$ cat src/rtl/mem32_pkg.sv
// mem32_pkg: shared types and helpers for the mem32 byte/half/cell aligner.
//   size_t    : access size encoding carried on the core's sz port
//   state_t   : sequencer states of mem32_aligner
//   bytes()   : number of bytes touched by an access size
//   lane_mask(): 8-bit byte-lane mask spanning two adjacent words
package mem32_pkg;

    typedef enum logic [1:0] {
        SZ_BYTE = 2'd0,
        SZ_HALF = 2'd1,
        SZ_CELL = 2'd2,
        SZ_RSV  = 2'd3
    } size_t;

    typedef enum logic [2:0] {
        ST_IDLE  = 3'd0,
        ST_A0    = 3'd1,
        ST_D0    = 3'd2,
        ST_A1    = 3'd3,
        ST_D1    = 3'd4,
        ST_ALIGN = 3'd5,
        ST_ACK   = 3'd6
    } state_t;

    function automatic logic [2:0] bytes(input size_t sz);
        case (sz)
            SZ_BYTE: return 3'd1;
            SZ_HALF: return 3'd2;
            SZ_CELL: return 3'd4;
            default: return 3'd0;
        endcase
    endfunction

    // Bits [3:0] select lanes of word w, bits [7:4] lanes of word w+1.
    function automatic logic [7:0] lane_mask(input size_t sz, input logic [1:0] off);
        logic [7:0] base;
        case (sz)
            SZ_BYTE: base = 8'h01;
            SZ_HALF: base = 8'h03;
            SZ_CELL: base = 8'h0F;
            default: base = 8'h00;
        endcase
        return base << off;
    endfunction

endpackage

$ cat src/rtl/mb32_io.sv
// mb32_io: word bus between a master and the 32-bit x 32K SPRAM bank.
//   clk  : bus clock
//   ai   : word address (master -> SPRAM)
//   vi   : write data (master -> SPRAM)
//   we   : write enable, one cycle per written word
//   bmsk : per-byte write mask
//   vo   : read data, valid one cycle after the address edge (SPRAM -> master)
interface mb32_io #(
    parameter int WW = 15
) (
    input logic clk
);
    logic [WW-1:0] ai;
    logic [31:0]   vi;
    logic [31:0]   vo;
    logic          we;
    logic [3:0]    bmsk;

    modport master (input clk, input vo, output ai, output vi, output we, output bmsk);
    modport slave  (input clk, input ai, input vi, input we, input bmsk, output vo);
endinterface

$ cat src/rtl/mem32_lane.sv
// mem32_lane: combinational data steering for mem32_aligner.
//   Store side: st_sz/st_off/st_data -> st_lo/st_hi (data for word w / w+1),
//               m_lo/m_hi (byte masks), split (access crosses a word).
//   Fetch side: ld_sz/ld_off/ld_lo/ld_hi -> ld_data (right-justified,
//               zero-extended result).
module mem32_lane
    import mem32_pkg::*;
(
    input  size_t       st_sz,
    input  logic [1:0]  st_off,
    input  logic [31:0] st_data,
    output logic [31:0] st_lo,
    output logic [31:0] st_hi,
    output logic [3:0]  m_lo,
    output logic [3:0]  m_hi,
    output logic        split,
    input  size_t       ld_sz,
    input  logic [1:0]  ld_off,
    input  logic [31:0] ld_lo,
    input  logic [31:0] ld_hi,
    output logic [31:0] ld_data
);
    logic [63:0] st_sh;
    logic [63:0] ld_sh;
    logic [7:0]  msk;

    always_comb begin
        st_sh   = {32'b0, st_data} << {st_off, 3'b000};
        msk     = lane_mask(st_sz, st_off);
        st_lo   = st_sh[31:0];
        st_hi   = st_sh[63:32];
        m_lo    = msk[3:0];
        m_hi    = msk[7:4];
        split   = ({1'b0, st_off} + bytes(st_sz)) > 3'd4;

        ld_sh   = {ld_hi, ld_lo} >> {ld_off, 3'b000};
        case (ld_sz)
            SZ_BYTE: ld_data = {24'b0, ld_sh[7:0]};
            SZ_HALF: ld_data = {16'b0, ld_sh[15:0]};
            SZ_CELL: ld_data = ld_sh[31:0];
            default: ld_data = 32'b0;
        endcase
    end
endmodule

$ cat src/rtl/mem32_aligner.sv
// mem32_aligner: byte-addressed load/store front end for the 32-bit SPRAM.
// Turns byte/half/cell accesses (misaligned allowed) into one or two word
// accesses with byte masks; fetch data is captured and right-aligned.
//   clk, rst           : clock, synchronous active-high reset
//   req/we/sz/addr/wdata: request (sampled only while idle)
//   rdata/ack/busy/err : completion (rdata held until the next ack)
//   b32_if             : mb32_io master port to the SPRAM
// Build option MEM32_MISALIGN_TRAP_EN: word-crossing requests are trapped
// (err=1, no bus access) instead of being split over two words.
module mem32_aligner
    import mem32_pkg::*;
#(
    parameter int AW = 17,
    parameter int WW = 15
) (
    input  logic          clk,
    input  logic          rst,
    input  logic          req,
    input  logic          we,
    input  logic [1:0]    sz,
    input  logic [AW-1:0] addr,
    input  logic [31:0]   wdata,
    output logic [31:0]   rdata,
    output logic          ack,
    output logic          busy,
    output logic          err,
    mb32_io.master        b32_if
);
    state_t        state_q, state_d;
    logic          ack_q, ack_d, busy_q, busy_d, err_q, err_d;
    logic [31:0]   rdata_q, rdata_d;
    logic [WW-1:0] ai_q, ai_d;
    logic [31:0]   vi_q, vi_d;
    logic          bwe_q, bwe_d;
    logic [3:0]    bmsk_q, bmsk_d;
    // latched request
    logic          rwe_q, rwe_d, rsplit_q, rsplit_d;
    size_t         rsz_q, rsz_d;
    logic [1:0]    roff_q, roff_d;
    logic [31:0]   sthi_q, sthi_d;
    logic [3:0]    mhi_q, mhi_d;
    // captured fetch words
    logic [31:0]   lo_q, lo_d, hi_q, hi_d;

    logic [31:0]   st_lo, st_hi, ld_data;
    logic [3:0]    m_lo, m_hi;
    logic          split;

    // Store side decodes the raw request so the first bus word can be
    // registered on the acceptance edge; fetch side uses the latched copy.
    mem32_lane u_lane (
        .st_sz   (size_t'(sz)),
        .st_off  (addr[1:0]),
        .st_data (wdata),
        .st_lo   (st_lo),
        .st_hi   (st_hi),
        .m_lo    (m_lo),
        .m_hi    (m_hi),
        .split   (split),
        .ld_sz   (rsz_q),
        .ld_off  (roff_q),
        .ld_lo   (lo_q),
        .ld_hi   (hi_q),
        .ld_data (ld_data)
    );

    always_comb begin
        state_d  = state_q;
        ack_d    = 1'b0;
        err_d    = 1'b0;
        busy_d   = busy_q;
        rdata_d  = rdata_q;
        ai_d     = ai_q;
        vi_d     = vi_q;
        bwe_d    = 1'b0;
        bmsk_d   = 4'b0;
        rwe_d    = rwe_q;
        rsz_d    = rsz_q;
        roff_d   = roff_q;
        rsplit_d = rsplit_q;
        sthi_d   = sthi_q;
        mhi_d    = mhi_q;
        lo_d     = lo_q;
        hi_d     = hi_q;

        case (state_q)
            ST_IDLE: begin
                if (req) begin
                    busy_d   = 1'b1;
                    rwe_d    = we;
                    rsz_d    = size_t'(sz);
                    roff_d   = addr[1:0];
                    rsplit_d = split;
                    sthi_d   = st_hi;
                    mhi_d    = m_hi;
                    if (size_t'(sz) == SZ_RSV) begin
                        state_d = ST_ACK;
                        ack_d   = 1'b1;
                        err_d   = 1'b1;
                        rdata_d = 32'b0;
                    end
`ifdef MEM32_MISALIGN_TRAP_EN
                    else if (split) begin
                        state_d = ST_ACK;
                        ack_d   = 1'b1;
                        err_d   = 1'b1;
                    end
`endif
                    else begin
                        state_d = ST_A0;
                        ai_d    = addr[AW-1:2];
                        bwe_d   = we;
                        bmsk_d  = we ? m_lo : 4'b0;
                        vi_d    = we ? st_lo : 32'b0;
                    end
                end
            end
            ST_A0: begin
                if (!rwe_q) begin
                    state_d = ST_D0;            // ai held: SPRAM mux decodes it
                end
`ifndef MEM32_MISALIGN_TRAP_EN
                else if (rsplit_q) begin
                    state_d = ST_A1;
                    ai_d    = ai_q + WW'(1);    // wraps at top of the bank
                    bwe_d   = 1'b1;
                    bmsk_d  = mhi_q;
                    vi_d    = sthi_q;
                end
`endif
                else begin
                    state_d = ST_ACK;
                    ack_d   = 1'b1;
                end
            end
            ST_D0: begin
                lo_d = b32_if.vo;
`ifndef MEM32_MISALIGN_TRAP_EN
                if (rsplit_q) begin
                    state_d = ST_A1;
                    ai_d    = ai_q + WW'(1);
                end else
`endif
                    state_d = ST_ALIGN;
            end
`ifndef MEM32_MISALIGN_TRAP_EN
            ST_A1: begin
                if (rwe_q) begin
                    state_d = ST_ACK;
                    ack_d   = 1'b1;
                end else begin
                    state_d = ST_D1;
                end
            end
            ST_D1: begin
                hi_d    = b32_if.vo;
                state_d = ST_ALIGN;
            end
`endif
            ST_ALIGN: begin
                rdata_d = ld_data;
                state_d = ST_ACK;
                ack_d   = 1'b1;
            end
            ST_ACK: begin
                state_d = ST_IDLE;
                busy_d  = 1'b0;
            end
            default: begin
                state_d = ST_IDLE;
                busy_d  = 1'b0;
            end
        endcase
    end

    always_ff @(posedge clk) begin
        if (rst) begin
            state_q  <= ST_IDLE;
            ack_q    <= 1'b0;
            busy_q   <= 1'b0;
            err_q    <= 1'b0;
            rdata_q  <= 32'b0;
            ai_q     <= '0;
            vi_q     <= 32'b0;
            bwe_q    <= 1'b0;
            bmsk_q   <= 4'b0;
            rwe_q    <= 1'b0;
            rsz_q    <= SZ_BYTE;
            roff_q   <= 2'b0;
            rsplit_q <= 1'b0;
            sthi_q   <= 32'b0;
            mhi_q    <= 4'b0;
            lo_q     <= 32'b0;
            hi_q     <= 32'b0;
        end else begin
            state_q  <= state_d;
            ack_q    <= ack_d;
            busy_q   <= busy_d;
            err_q    <= err_d;
            rdata_q  <= rdata_d;
            ai_q     <= ai_d;
            vi_q     <= vi_d;
            bwe_q    <= bwe_d;
            bmsk_q   <= bmsk_d;
            rwe_q    <= rwe_d;
            rsz_q    <= rsz_d;
            roff_q   <= roff_d;
            rsplit_q <= rsplit_d;
            sthi_q   <= sthi_d;
            mhi_q    <= mhi_d;
            lo_q     <= lo_d;
            hi_q     <= hi_d;
        end
    end

    assign rdata       = rdata_q;
    assign ack         = ack_q;
    assign busy        = busy_q;
    assign err         = err_q;
    assign b32_if.ai   = ai_q;
    assign b32_if.vi   = vi_q;
    assign b32_if.we   = bwe_q;
    assign b32_if.bmsk = bmsk_q;
endmodule

$ cat src/flat_wrapper.sv
// flat-port wrapper written by rule: the top's interface ports become plain ports
module mem32_aligner_flat import mem32_pkg::*;
#(
    parameter int AW = 17,
    parameter int WW = 15
)
  (clk, rst, req, we, sz, addr, wdata, rdata, ack, busy, err, b32_if_vo, b32_if_ai, b32_if_vi, b32_if_we, b32_if_bmsk);
  mb32_io #(.WW(WW)) b32_if_i (.clk(clk));
  input  logic clk;
  input  logic rst;
  input  logic req;
  input  logic we;
  input  logic [1:0] sz;
  input  logic [AW-1:0] addr;
  input  logic [31:0] wdata;
  output logic [31:0] rdata;
  output logic ack;
  output logic busy;
  output logic err;
  input wire logic [$bits(b32_if_i.vo)-1:0] b32_if_vo;
  output wire logic [$bits(b32_if_i.ai)-1:0] b32_if_ai;
  output wire logic [$bits(b32_if_i.vi)-1:0] b32_if_vi;
  output wire logic [$bits(b32_if_i.we)-1:0] b32_if_we;
  output wire logic [$bits(b32_if_i.bmsk)-1:0] b32_if_bmsk;
  assign b32_if_i.vo = b32_if_vo;
  assign b32_if_ai = b32_if_i.ai;
  assign b32_if_vi = b32_if_i.vi;
  assign b32_if_we = b32_if_i.we;
  assign b32_if_bmsk = b32_if_i.bmsk;
  mem32_aligner #(.AW(AW), .WW(WW)) u_core (.clk(clk), .rst(rst), .req(req), .we(we), .sz(sz), .addr(addr), .wdata(wdata), .rdata(rdata), .ack(ack), .busy(busy), .err(err), .b32_if(b32_if_i));
endmodule
$ cat config.mk
export PLATFORM = sky130hd
export DESIGN_NAME = mem32_aligner_flat
export DESIGN_NICKNAME = d
export VERILOG_FILES = /design/src/rtl/mem32_pkg.sv /design/src/rtl/mb32_io.sv /design/src/rtl/mem32_lane.sv /design/src/rtl/mem32_aligner.sv /design/src/flat_wrapper.sv
export SDC_FILE = /design/constraint.sdc
export NUM_CORES = 1
export LEC_CHECK = 0
export ABC_AREA = 0
export BUFFER_PORTS_ARGS = -buffer_cell sky130_fd_sc_hd__buf_2
export CAP_MARGIN = 20
export CORE_UTILIZATION = 55
export DETAILED_ROUTE_END_ITERATION = 12
export HOLD_SLACK_MARGIN = 0.05
export MAX_ROUTING_LAYER = met4
export PLACE_DENSITY = 0.8
export SETUP_SLACK_MARGIN = 0.2
export SLEW_MARGIN = 10
export SYNTH_ARGS = -nofsm -noshare
export SYNTH_HDL_FRONTEND = slang
export SYNTH_SLANG_ARGS = --single-unit
export TNS_END_PERCENT = 1
$ cat constraint.sdc
create_clock -name clk -period 2.2 [get_ports clk]
set_input_delay 0.44 -clock clk [delete_from_list [all_inputs] [get_ports clk]]
set_output_delay 0.44 -clock clk [all_outputs]
set_load 0.005 [all_outputs]
==> flow_summary.ini <==
[synthesis]
synth_top_area_frac = 0.425
avgSynthCellArea_um2 = 8.68
synth_xor_area_frac = 0.00311
netlist_area_um2 = 8440
synth_top_cells_by_area = dfxtp_1 42%, mux4_2 8.5%, nand2_1 7.8%
synthCells = 972
synth_common_cells = 179 x dfxtp_1, 175 x nand2_1, 121 x a21oi_1
async_flop_share = 0
synth-adder-area-share = 0.0113
ys.flop_type = dfxtp_1
synth_top_family_by_area = simple AND/OR/NAND/NOR gates
synth_simple_gate_area_frac = 0.205
yosysWarnings = 0
ys_seq_elements = 179
synth-compound-area-share = 0.188
synth_most_common_cell = dfxtp_1
synth_edf_count = 0
yosysSeqAreaShare = 0.425
synth.net_count = 1066
synthDistinctLibCells = 58
synthMuxAreaShare = 0.119
synth_top_cell_by_area = dfxtp_1

[finish]
diodes = 0
nFillCells = 1192
regArea_um2 = 3580
syn_to_final_growth_pct = 21.6
final_nets = 1227
layout-drive-gt1-share = 0.280
multi_input_area_um2 = 4460
fin_util = 0.695

[floorplanning]
core_um2 = 14800
start_util = 0.572
die-area_um2 = 15800
fp.dieH_um = 126
die_w_um = 126
num_rows = 44
pin_count = 174

[global_route]
first_global_vias = 7635
grt_max_degree = 65
grt_first_pass_wirelength_mm = 38.9
grt_usage = 0.321
grt_overflow = 0
antenna_found_initial = 0

[sta]
finalSetupViolCount = 0
hold_viol_final = 0
drv_slew = 0
rsz0062_at_grt = true
final.setup.tns_ps = 0
relSlewSlack = 0.358
clock.fmax_mhz = 504
fin_skew_ps = 6.12
tightest_slew_ps = 956
fin_crit_sh = 0.902
layout_min_cycle_time_ps = 1990

[placement]
numPortBuffers = 173
gp_congestion = 0.946
hpwlAfterDp_mm = 16.4

[cts]
cts_inserted_buffers = 17
cts.sinks = 179
clkTransAtPathRegs_ps = 70
clk-insertion-delay-late_ps = 440
cts_buffer_depth = 2
cts.hold.buffers_added = 0
cts_tree = yes
root_buffer = clkbuf_16
htree_levels = 4
cts_setup_buffers = 0

[worst_setup_path]
critPathArrivalTime_ps = 2300
path_max_fanout = 11
cp-end-kind = flop
start_kind = flop
critPathRequiredTime_ps = 2510
path_class = reg2reg

[routing]
drtPass1Iterations = 7
viasPerCell = 6.13
ant_nets = 0
wl_per_cell_um = 18.1
vias = 8148
initialDrtViolationCount = 705
post-route-drc-count = 0
routed_wl_mm = 24.0

[power]
power.switching_uw = 2720
switching_share = 0.319
power_leakage_uw = 0.00402
clkPwrFrac = 0.338
peakVddDrop_uv = 595
pwr-share-comb = 0.229
p_per_area_nw_per_um2 = 834
pwr-share-seq = 0.433
power.internal_uw = 5830

[job]
max_cap_violations = 0

[hold_path]
holdCritPathClass = in2reg

[run_status]
status = finished clean
## layout by cell type (no fill, tap or decap), types with 5 or more instances in the layout
master | synthesis | final
inv_1 | 14 | 14
buf_4 | 2 | 51
o31a_1 | 9 | 9
or4b_1 | 6 | 6
dfxtp_1 | 179 | 178
nand2_1 | 175 | 175
nand2b_1 | 13 | 13
a22oi_1 | 32 | 32
nand3_1 | 28 | 28
a21oi_1 | 121 | 121
clkinvlp_4 | 0 | 5
mux2i_1 | 9 | 9
a221oi_1 | 26 | 26
clkinv_4 | 0 | 5
o32ai_1 | 12 | 12
ha_1 | 6 | 6
o21ai_0 | 12 | 12
nor3_1 | 30 | 30
o2bb2ai_1 | 14 | 14
mux2_2 | 17 | 17
nor2_1 | 87 | 87
mux4_2 | 32 | 32
clkbuf_16 | 0 | 17
buf_12 | 0 | 6
buf_2 | 16 | 172
## flip-flops by register name, indices dropped and copies added (netlist names)
signal              count
u_core.ack              1
u_core.b32_if.we        1
u_core.mhi_q            3
u_core.rwe_q            1
u_core.b32_if.ai       15
u_core.b32_if.vi       32
u_core.state_q          3
u_core.err              1
u_core.sthi_q          24
u_core.rsz_q            2
u_core.busy             1
u_core.lo_q            32
u_core.rsplit_q         1
u_core.rdata           32
u_core.roff_q           2
u_core.b32_if.bmsk      4
u_core.hi_q            24
## cell families after synthesis
kind of cell	Yosys count
AOI/OAI and AO/OA	244
DFF	179
xor gates and xnor gates	3
and+or+nand+nor	379
buffers and inverters	102
muxes	58
adders and majority gates	7
## critical path, stage by stage (launching register included)
cell and delay [ps]:
dfxtp_1 550, nor3b_4 440, nor2_1 270, a221oi_1 490, nor3_1 100
## power groups by stage
stage	Combinational (uW)	Clock (uW)	Sequential, uW
final	1960	2890	3710
after global routing	2140	3060	3740
after CTS	1940	2920	3700
after detailed placement	1920	0	3770
after global placement	1880	0	3760
after floorplan	1240	0	3720
## stage by stage
stage / power, uW / area (um^2) / hold slack [ps] / setup slack, ps / cells
CTS: 8560 / 10300 / 223 / 215 / 1330
finish: 8550 / 10300 / 235 / 215 / 1330
global route: 8940 / 10300 / 237 / 51.4 / 1330
floorplan: 4960 / 8440 / 432 / 252 / 972
detailed placement: 5690 / 9680 / 445 / -87.9 / 1298
global placement: 5640 / 9680 / 440 / -30.9 / 1298
## per-layer routing
layer / share of wire / track usage / vias up
met3: 0.090 / 0.0667 / 47
met2: 0.45 / 0.469 / 435
met1: 0.44 / 0.436 / 3847
met4: 0.025 / 0.126 / 0
li1: - / - / 3819
met5: 0 / - / -
## path summary, 6_finish.rpt
check | from | to | slack, ps | depth (start not counted)
worst min-delay path | b32_if_vo[29] | u_core.lo_q[29]$_SDFFE_PP0N_ | 240 | 3
worst min register to register | u_core.b32_if.vi[24]$_SDFFE_PP0P_ | u_core.b32_if.vi[24]$_SDFFE_PP0P_ | 450 | 2
worst max register to register | u_core.state_q[0]$_SDFFE_PP0P_ | u_core.b32_if.vi[8]$_SDFFE_PP0P_ | 210 | 4
worst max-delay path | u_core.state_q[0]$_SDFFE_PP0P_ | u_core.b32_if.vi[8]$_SDFFE_PP0P_ | 210 | 4
## timing repair
action	4_1_cts	5_1_grt
endpoints found under the setup margin	5	45
endpoints found under the hold margin	0	0
gates resized for setup	1	1
## area by class of cell
cell class / count / area share
inverters: 15 / 0.00549
clock buffers: 18 / 0.0428
flip-flops and latches: 179 / 0.350
well taps: 184 / 0.0225
multi-input cells: 691 / 0.435
clock inverters: 14 / 0.0121
repair buffers: 229 / 0.133
No activity file was read; power rests on OpenSTA's default activity.
